[src/rtl/mux41_rr_arbiter_pkg.sv]
// Shared definitions for the round-robin arbiter in front of the 4:1 mux.
package mux41_rr_arbiter_pkg;

    localparam int unsigned SEL_W = 2;

    typedef enum logic {
        ST_IDLE  = 1'b0,
        ST_GRANT = 1'b1
    } state_t;

    localparam logic [SEL_W-1:0] SRC_A = 2'd0;
    localparam logic [SEL_W-1:0] SRC_B = 2'd1;
    localparam logic [SEL_W-1:0] SRC_C = 2'd2;
    localparam logic [SEL_W-1:0] SRC_D = 2'd3;

    // One-hot grant vector for a source index.
    function automatic logic [3:0] onehot4(input logic [SEL_W-1:0] idx);
        return 4'b0001 << idx;
    endfunction

endpackage

[src/rtl/mux41_rr_arbiter_rr_pick4.sv]
// Rotating-priority picker: first set request at or after ptr, wrapping 3->0.
module rr_pick4
    import mux41_rr_arbiter_pkg::*;
(
    input  logic [3:0]       req,
    input  logic [SEL_W-1:0] ptr,
    output logic [SEL_W-1:0] winner,
    output logic             any
);

    logic [SEL_W-1:0] idx;

    // Scan the four positions starting at ptr; the first request found wins.
    always_comb begin
        winner = SRC_A;
        any    = 1'b0;
        idx    = '0;
        for (int unsigned i = 0; i < 4; i++) begin
            idx = ptr + 2'(i);
            if (!any && req[idx]) begin
                winner = idx;
                any    = 1'b1;
            end
        end
    end

endmodule

[src/rtl/mux41_rr_arbiter.sv]
// Round-robin arbiter driving the select pins of a shared 4:1 mux.
// Each tenure is bounded to MAX_HOLD cycles; handoffs are back-to-back.
module mux41_rr_arbiter
    import mux41_rr_arbiter_pkg::*;
#(
    parameter int unsigned MAX_HOLD = 8,
    parameter int unsigned CNT_W    = 8
) (
    input  logic       CLK,
    input  logic       RST,
    input  logic [3:0] REQ,
    output logic [3:0] GNT,
    output logic       S1,
    output logic       S0,
    output logic       BUSY
);

    localparam logic [CNT_W-1:0] CNT_LAST = CNT_W'(MAX_HOLD - 1);

    state_t           state, state_nxt;
    logic [SEL_W-1:0] ptr, ptr_nxt;
    logic [SEL_W-1:0] own, own_nxt;
    logic [CNT_W-1:0] cnt, cnt_nxt;
    logic [3:0]       gnt_nxt;
    logic             busy_nxt;
    logic             release_now;
    logic [SEL_W-1:0] pick_ptr;
    logic [SEL_W-1:0] pick_win;
    logic             pick_any;

    // The select register doubles as the owner index, so S1/S0 keep the
    // last owner after the arbiter goes idle.
    assign S1 = own[1];
    assign S0 = own[0];

    assign release_now = !REQ[own] || (cnt == CNT_LAST);

    // On release the search starts one past the owner, which puts the owner
    // last: it only wins again when it is the sole requester, which is the
    // same result as masking its bit and falling back to the full vector.
    assign pick_ptr = (state == ST_GRANT) ? own + 2'd1 : ptr;

    rr_pick4 u_pick (
        .req    (REQ),
        .ptr    (pick_ptr),
        .winner (pick_win),
        .any    (pick_any)
    );

    // Next-state, pointer, tenure counter and output decisions.
    always_comb begin
        state_nxt = state;
        ptr_nxt   = ptr;
        own_nxt   = own;
        cnt_nxt   = cnt;
        gnt_nxt   = GNT;
        busy_nxt  = BUSY;
        case (state)
            ST_IDLE: begin
                if (pick_any) begin
                    state_nxt = ST_GRANT;
                    own_nxt   = pick_win;
                    gnt_nxt   = onehot4(pick_win);
                    busy_nxt  = 1'b1;
                    cnt_nxt   = '0;
                end
            end
            ST_GRANT: begin
                if (!release_now) begin
                    cnt_nxt = cnt + CNT_W'(1);
                end else begin
                    ptr_nxt = own + 2'd1;
                    cnt_nxt = '0;
                    if (pick_any) begin
                        own_nxt = pick_win;
                        gnt_nxt = onehot4(pick_win);
                    end else begin
                        state_nxt = ST_IDLE;
                        gnt_nxt   = '0;
                        busy_nxt  = 1'b0;
                    end
                end
            end
            default: begin
                state_nxt = ST_IDLE;
                gnt_nxt   = '0;
                busy_nxt  = 1'b0;
            end
        endcase
    end

    // State and output registers with synchronous reset.
    always_ff @(posedge CLK) begin
        if (RST) begin
            state <= ST_IDLE;
            ptr   <= '0;
            own   <= '0;
            cnt   <= '0;
            GNT   <= '0;
            BUSY  <= 1'b0;
        end else begin
            state <= state_nxt;
            ptr   <= ptr_nxt;
            own   <= own_nxt;
            cnt   <= cnt_nxt;
            GNT   <= gnt_nxt;
            BUSY  <= busy_nxt;
        end
    end

endmodule
[config.mk]
export PLATFORM = sky130hd
export DESIGN_NAME = mux41_rr_arbiter
export DESIGN_NICKNAME = d
export VERILOG_FILES = /design/src/rtl/mux41_rr_arbiter_pkg.sv /design/src/rtl/mux41_rr_arbiter_rr_pick4.sv /design/src/rtl/mux41_rr_arbiter.sv
export SDC_FILE = /design/constraint.sdc
export NUM_CORES = 1
export LEC_CHECK = 0
export CAP_MARGIN = 30
export CORE_MARGIN = 4
export CORE_UTILIZATION = 36
export CTS_BUF_LIST = sky130_fd_sc_hd__clkbuf_8 sky130_fd_sc_hd__clkbuf_16
export CTS_CLUSTER_DIAMETER = 40
export DETAILED_ROUTE_END_ITERATION = 10
export DONT_BUFFER_PORTS = 1
export PLACE_DENSITY_LB_ADDON = 0.25
export SYNTH_ARGS = -nofsm -noshare
export SYNTH_HDL_FRONTEND = slang
export SYNTH_SLANG_ARGS = --single-unit
[constraint.sdc]
create_clock -name CLK -period 2.65 [get_ports CLK]
set_input_delay 0.265 -clock CLK [delete_from_list [all_inputs] [get_ports CLK]]
set_output_delay 0.265 -clock CLK [all_outputs]
set_load 0.005 [all_outputs]
=== Yosys cells after proc, flatten, opt, wreduce, memory -nomap -nowiden ===
Cells that the tools add are included.

* Flip-flop bits (word level): 18
* Output and inout bits: 7
* Word-level logic and storage cells: 69

* $add $sub $neg: 5
* $lt $le $gt $ge: 5
* Equal/unequal tests: 4
* Shift operators: 1
* Multiplexer cells: 36
* Bitwise operators: 1
* Reduce and logical (&&, ||, !) cells: 11

{| class="wikitable"
|+ Operators with widths
! kind !! count
|-
| $mux 8 || 2
|-
| $pmux 8 s2 || 1
|-
| $lt 2x3->1 const B || 5
|-
| $mux 1 || 14
|-
| $mux 2 || 7
|-
| $mux 4 || 3
|-
| $bmux 1 s2 || 5
|-
| $add 8x1->8 const B || 1
|-
| $eq 8x3->1 const B || 1
|-
| $pmux 4 s2 || 1
|-
| $add 2x1->2 const B || 2
|-
| $add 2x2->2 const B || 2
|-
| $logic_not 1->1 || 4
|-
| $ne 2x2->1 const B || 2
|-
| $pmux 1 s2 || 2
|-
| $pmux 2 s2 || 1
|-
| $reduce_and 2->1 || 2
|-
| $shl 1x2->4 const A || 1
|-
| $logic_and 1x1->1 || 3
|-
| $reduce_and 3->1 || 1
|-
| $ne 2x1->1 const B || 1
|-
| $logic_or 1x1->1 || 1
|-
| $not 1->1 || 1
|}

=== Depth between registers and ports, before layout ===
Gate-level depths: netlist of the first run.

* Depth after elaboration: 18
* Gate-level depth with buffers: 8

=== By module ===
From an unflattened synthesis of the first run, not the netlist that was laid out.

* Cell total of the unflattened synthesis: 126
* Area, all modules: 1,078.5 um^2

{| class="wikitable"
|+ By module, submodules not included
! module !! instances !! cells an instance !! area each (um^2) !! seq. area each (um^2)
|-
| mux41_rr_arbiter || 1 || 111 || 1,001.0 || 360.3
|-
| rr_pick4 || 1 || 15 || 77.6 || 0.0
|}

=== Least setup slack after synthesis of the first run ===
Ideal clock, no wire load.

* Path type: in2reg
* Start: input port REQ[0]
* End: register cnt[3]
* Setup time: 0.132 ns
* Arrival time: 1.643 ns
* Data required time: 2.518 ns
* Setup slack: 0.875 ns
* Stages on the path: 7
* Buffers on the path: 1
* Cell sequence: or4_1 > inv_1 > ha_1 > clkbuf_1 > nor4_1 > a31oi_1 > a21oi_1

* Cells in the longest elaborated chain, start to end: 13
* Elaborated cells on any way between the ends: 25
* Those cells by class: eq/ne: 1; mux: 16; reduce/logical: 8

{| class="wikitable"
|+ RTL lines
! element !! line !! text
|-
| from (decl) || mux41_rr_arbiter.sv:11 || <nowiki>input logic [3:0] REQ,</nowiki>
|-
| $bmux 1 s2 || mux41_rr_arbiter_rr_pick4.sv:20 || <nowiki>if (!any && req[idx]) begin</nowiki>
|-
| $mux 1 (not written as such) || mux41_rr_arbiter_rr_pick4.sv:20 ||
|-
| $mux 1 || mux41_rr_arbiter_rr_pick4.sv:20 ||
|-
| $logic_not 1->1 || mux41_rr_arbiter_rr_pick4.sv:20 ||
|-
| $logic_and 1x1->1 || mux41_rr_arbiter_rr_pick4.sv:20 ||
|-
| $mux 1 || mux41_rr_arbiter_rr_pick4.sv:20 ||
|-
| $logic_not 1->1 || mux41_rr_arbiter_rr_pick4.sv:20 ||
|-
| $logic_and 1x1->1 || mux41_rr_arbiter_rr_pick4.sv:20 ||
|-
| $mux 1 || mux41_rr_arbiter_rr_pick4.sv:20 ||
|-
| $logic_not 1->1 || mux41_rr_arbiter_rr_pick4.sv:20 ||
|-
| $logic_and 1x1->1 || mux41_rr_arbiter_rr_pick4.sv:20 ||
|-
| $mux 1 || mux41_rr_arbiter_rr_pick4.sv:20 ||
|-
| $ne 2x2->1 (no source line) || - ||
|-
| to (signal assigned) || mux41_rr_arbiter.sv:105 || <nowiki>cnt <= cnt_nxt;</nowiki>
|-
| to (decl) || mux41_rr_arbiter.sv:23 || <nowiki>logic [CNT_W-1:0] cnt, cnt_nxt;</nowiki>
|}

Several ways; a longest one is shown, not always the timed one. The select of a mux whose other input is x is not followed.
A chain may end at the register's enable or synchronous reset.

=== Final worst setup path of the first run ===
* Start: register state
* End: register cnt[7]

* Cells in the longest elaborated chain, start to end: 14
* Elaborated cells on any way between the ends: 25
* Those cells by class: add/sub: 3; eq/ne: 1; mux: 14; bitwise: 1; reduce/logical: 6

{| class="wikitable"
|+ RTL lines
! element !! line !! text
|-
| from (decl) || mux41_rr_arbiter.sv:20 || <nowiki>state_t state, state_nxt;</nowiki>
|-
| from (signal assigned) || mux41_rr_arbiter.sv:102 || <nowiki>state <= state_nxt;</nowiki>
|-
| branches (longest 14 deep; another with $add 2x1->2) || - ||
|}

Several ways; the timed one is not identified. The select of a mux whose other input is x is not followed.

==> metrics.csv, run 1 <==
metric,value,unit
cp.arrival,2.13,ns
path_clk_slew,0.07,ns
crit_slowest_cell,dfxtp_1,
synth_cell_types,43,
async_flop_share,0,%
fin_crit_sh,74.8,%
ctsHoldBuffers,0,
cts_max_level,1,
p_per_area,591,mW/mm^2
rsz0062_at_grt,no,
routed_wl,2.10,mm
syn_area,0.00101,mm^2
area_growth,7.42,%
synthAdderAreaFrac,2.47,%
netlist_instances,120,
dominantRegCellSynth,dfxtp_1,
antenna_left,0,
ys_warn_count,0,
grt_pass1_vias,787,
chipWidth,61.0,um
cts_setup_buffers,0,
cp_common_cell,nor2_1,
synth_common_cells,"dfxtp_1 (18), nand2_1 (14), nor2_1 (14), a21oi_1 (9), nand3b_1 (5)",
cts_resized,0,
antenna_found_initial,0,
synth_edf_count,0,
grt_pass1_wl,3.62,mm
io_buffers,0,
vias,857,
drtIter0Drc,47,
dr.pass1.iters,5,
worstPathMaxFanout,15,
synth_top_area_share,35.6,%
vias_per_cell,5.71,
report.final.slew_viol_count,0,
cts_tree,yes,
crit_type,reg -> reg,
synth_nets,128,
grt_start_max_net_pins,19,
ys_seq_area_share,35.6,%
crit_chain,inv_1 > ha_1 > nand3b_1 > nor2_1 > nand4_1 > xor2_1 > nor2_1,
yosysMostFrequentCell,dfxtp_1,
synth-compound-area-share,21.0,%
cp.required,2.79,ns
synth_xor_area_share,3.46,%
hold_class,in -> reg,
setup-violations-final,0,
relSlewSlack,63.4,%
clock-skew-final,0.00263,ns
dieHeight,61.0,um
clock.fmax,505,MHz
pin_count,13,
ys_top_cells_by_area,"dfxtp_1 (36%), nand2_1 (5.2%), nor2_1 (5.2%)",
clock_latency,0.25,ns
fin_tns_setup,0,ns
holdWs,0.0708,ns
drc,0,
start_kind,register,
cts_buffers,3,
design.core.area,0.00257,mm^2
die_area,0.00372,mm^2
place_congestion,0.781,
hold_viol_final,0,
post_drt_wl_per_cell,14.0,um
clock_path_buffers,2,
fillers,263,
irDropWorstVdd,0.000508,V
rows,18,
diodes,0,
drive_gt1_share,9.17,%
overflow,0,
syn_avg_cell_area,8.44,um^2
synth_top_family_by_area,simple AND/OR/NAND/NOR gates,
timing.critical_path.slowest_cell_delay,0.67,ns
start_util,39.4,%
synth.mux.area_fraction,6.30,%
hpwlAfterDp,1.57,mm
period_needed,1.98,ns
synth_top_area_cell,dfxtp_1,
yosys.area_share.simple,27.9,%
leakage,0.000391,uW
tightest_slew,0.549,ns
end_kind,register,
grt_usage,12.8,%
nets,129,
root_buffer,clkbuf_8,
status,"complete, no violations",
cts.sinks,18,
synth_seq_cells,18,
maxCapViolations,0,
[layer usage]
metal / part of all wire [%] / global-route usage, % / vias up
met4: 0 / 2.79 / 0
met2: 46 / 19.0 / 25
met5: 0 / 0 / -
met1: 48 / 17.4 / 394
met3: 6.6 / 5.03 / 0
li1: - / - / 438
[registers in the layout (all words and copies together), names as in the netlist]
register,flops
BUSY,1
GNT,4
state,1
own,2
cnt,8
ptr,2
[cell families (layout without fill, tap and decap cells)]
logic type,count (synthesis),in the layout
XOR/XNOR,4,4
adder cells (fa/ha/maj),2,2
AND/OR/NAND/NOR,55,55
AO/OA/AOI/OAI,28,28
multiplexers,5,5
flip-flops,18,18
buffers and inverters,8,8
[worst paths after layout]
kind / slack [ns] / depth (start not counted) / from / endpoint
worst max-delay path: 0.67 / 7 / state$_SDFF_PP0_ / cnt[7]$_SDFFE_PP0P_
worst min-delay path: 0.07 / 1 / RST / cnt[3]$_SDFFE_PP0P_
worst max register to register: 0.67 / 7 / state$_SDFF_PP0_ / cnt[7]$_SDFFE_PP0P_
worst min register to register: 0.50 / 2 / GNT[2]$_SDFFE_PP0P_ / GNT[2]$_SDFFE_PP0P_
[layout make-up]
class	count	area [um^2]	area share, %
inverter	4	15.0	1.38
clock buffer	4	55.1	5.06
sequential	18	360	33.1
tap	30	37.5	3.45
multi-input combinational	94	619	57.0
[layout by cell type (no fill, tap or decap), types with 2 or more instances in the layout]
cell / count
nor2b_1: 3
clkbuf_8: 4
or3_1: 2
a21oi_1: 9
nand2_1: 14
dfxtp_1: 18
o21ai_0: 3
o31ai_1: 2
nor2_1: 14
or4_1: 2
inv_1: 4
nor3_1: 3
xor2_1: 3
nand3_1: 4
ha_1: 2
nand2b_1: 2
mux2i_1: 3
nand3b_1: 5
[where the power goes]
group	leakage, uW	internal, uW	switching, uW	total (uW)
Sequential	0.000147	288	25.5	313
Clock	0.0000288	132	94.9	227
Combinational	0.000215	47.7	55.2	103
[metrics by stage]
stage | instance area [um^2] | std cells | utilization (%) | worst slack (ns) | total power (uW)
CTS | 1090 | 150 | 42.3 | 0.659 | 650
finish | 1090 | 150 | 42.3 | 0.668 | 643
floorplan | 1010 | 120 | - | 0.875 | 402
detailed placement | 1030 | 146 | 40.2 | 0.663 | 422
global route | 1090 | 150 | 42.3 | 0.485 | 674
global placement | 1030 | 146 | 40.2 | 0.703 | 418
[worst max-delay path, delay by kind of cell, from the launching register on]
| family | cells | cell delay, ns |
|---|---|---|
| xor gates and xnor gates | 1 | 0.15 |
| and+or+nand+nor | 4 | 0.53 |
| buffers and inverters | 1 | 0.17 |
| DFF | 1 | 0.67 |
| adders and majority gates | 1 | 0.36 |
Power figures use the tool's default switching activity.
==> inputs of run 2 (changes only) <==
clock period = 1.85 ns   (was 2.65 ns; I/O delays follow)
==> run 2 against run 1 <==
- sequential share of layout area fell by 2.2 points
- non-clock buffer count rose by 10
- final area rose by 7.3%
- total power rose by 39%
- core utilization rose by 3.1 points
- first-iteration DRC count rose by 8.5%
- critical path type unchanged
- highest routed layer is now met4
- clock power rose by 17%
- die area did not move
- critical endpoint is now own[1]$_SDFFE_PP0P_
- clock-buffer cell count fell by 1
==> metrics.csv, run 2 (synthesis gave the netlist of run 1 again) <==
metric,value,unit
hpwlAfterDp,1.65,mm
maxCapViolations,0,
cts_setup_buffers,0,
clock_path_buffers,2,
largestRegisters,"cnt x8, GNT x4",
tightest_slew,0.432,ns
holdWs,0.0111,ns
fin_crit_sh,94.1,%
cts_buffers,3,
root_buffer,clkbuf_8,
cts.sinks,18,
cp.arrival,1.92,ns
cp.required,2.03,ns
dieHeight,61.0,um
worstPathMaxFanout,7,
crit_type,reg -> reg,
grt_usage,13.8,%
largest_register_ff_count,8,
post_drt_wl_per_cell,14.0,um
clock-skew-final,0.00181,ns
grt_pass1_vias,844,
die_area,0.00372,mm^2
multi_input_area,632,um^2
clock_latency,0.25,ns
antenna_found_initial,0,
design.core.area,0.00257,mm^2
io_buffers,0,
vias_per_cell,5.58,
layout_common_cells,"dfxtp_1 (18), nor2_1 (14), nand2_1 (14)",
setup-violations-final,0,
routed_wl,2.23,mm
leakage,0.000434,uW
fin_tns_setup,0,ns
start_util,39.4,%
final_common_cell,dfxtp_1,
relSlewSlack,71.2,%
pin_count,13,
dpl.cell_count,154,
rows,18,
hold_viol_final,0,
grt_pass1_wl,3.84,mm
clock.fmax,575,MHz
period_needed,1.74,ns
seq_power_share,49.4,%
p_sw,247,uW
grt_start_max_net_pins,11,
layout.cells.non_filler,159,
p_per_area,764,mW/mm^2
rsz0062_at_grt,no,
path_clk_slew,0.06,ns
end_kind,register,
p_int,644,uW
status,"complete, no violations",
p_comb_share,20.7,%
dr.pass1.iters,4,
regArea,360,um^2
diodes,0,
hold_class,in -> reg,
drive_gt1_share,16.3,%
place_congestion,0.880,
drc,0,
start_kind,register,
cts_tree,yes,
sw_frac_of_total,27.8,%
antenna_left,0,
vias,887,
chipWidth,61.0,um
irDropWorstVdd,0.000526,V
drtIter0Drc,51,
fillers,269,
nets,139,
overflow,0,
largest_register,cnt,
report.final.slew_viol_count,0,
p_total,891,uW
cts_max_level,1,
p_clk_share,29.9,%
area_growth,15.2,%
## run 2: changes by cell type in the layout (fill, tap and decap cells not counted), sizes merged
cell         before  now
buf               0    8
clkbuf            4    3
dlygate4sd3       0    2
## run 2: final cells by class
type / count / share of cell area (%)
Clock buffer: 3 / 3.54
Multi-Input combinational cell: 94 / 54.2
Inverter: 4 / 1.29
Timing Repair Buffer: 10 / 6.87
Sequential cell: 18 / 30.9
Tap cell: 30 / 3.22
## run 2: repair_timing
action,4_1_cts,5_1_grt
gates cloned,0,0
hold buffers,2,0
setup endpoints to repair,1,5
pin swaps,1,1
hold endpoints to repair,9,0
resized for setup,1,3
## run 2: power by group through the flow
stage	Combinational (uW)	Sequential (uW)	Clock [uW]
finish	185	440	266
global route	206	444	295
CTS	179	440	277
detailed placement	171	449	0
global placement	170	449	0
floorplan	132	444	0
## run 2: path summary, 6_finish.rpt
| check | endpoint | startpoint | depth (start not counted) | slack, ns |
|---|---|---|---|---|
| worst min-delay path | state$_SDFF_PP0_ | RST | 1 | 0.01 |
| worst min register to register | GNT[2]$_SDFFE_PP0P_ | GNT[2]$_SDFFE_PP0P_ | 2 | 0.49 |
| worst max-delay path | own[1]$_SDFFE_PP0P_ | own[0]$_SDFFE_PP0P_ | 5 | 0.11 |
| worst max register to register | own[1]$_SDFFE_PP0P_ | own[0]$_SDFFE_PP0P_ | 5 | 0.11 |
## run 2: critical path: stages, from the launching register on
cell and delay (ns):
dfxtp_1 0.42, mux4_2 0.59, o211ai_4 0.11, o21ai_2 0.14
nand3b_1 0.26, a21oi_1 0.16
## run 2: layer usage
| layer | wire length, um | vias up | GRT usage, % | part of all wire (%) |
|---|---|---|---|---|
| met4 | 16 | 0 | 3.72 | 0.72 |
| met5 | 0 | - | 0 | 0 |
| met2 | 978 | 10 | 20.2 | 44 |
| li1 | - | 457 | - | - |
| met1 | 1130 | 417 | 19.5 | 51 |
| met3 | 101 | 3 | 4.61 | 4.5 |
## run 2: metrics by stage
stage,instance area (um^2),util [%],setup WS (ns)
floorplan,1010,-,0.155
global placement,1090,42.5,0.00488
detailed placement,1090,42.5,0.0102
CTS,1150,44.9,0.0199
global route,1170,45.4,0.0104
finish,1170,45.4,0.110
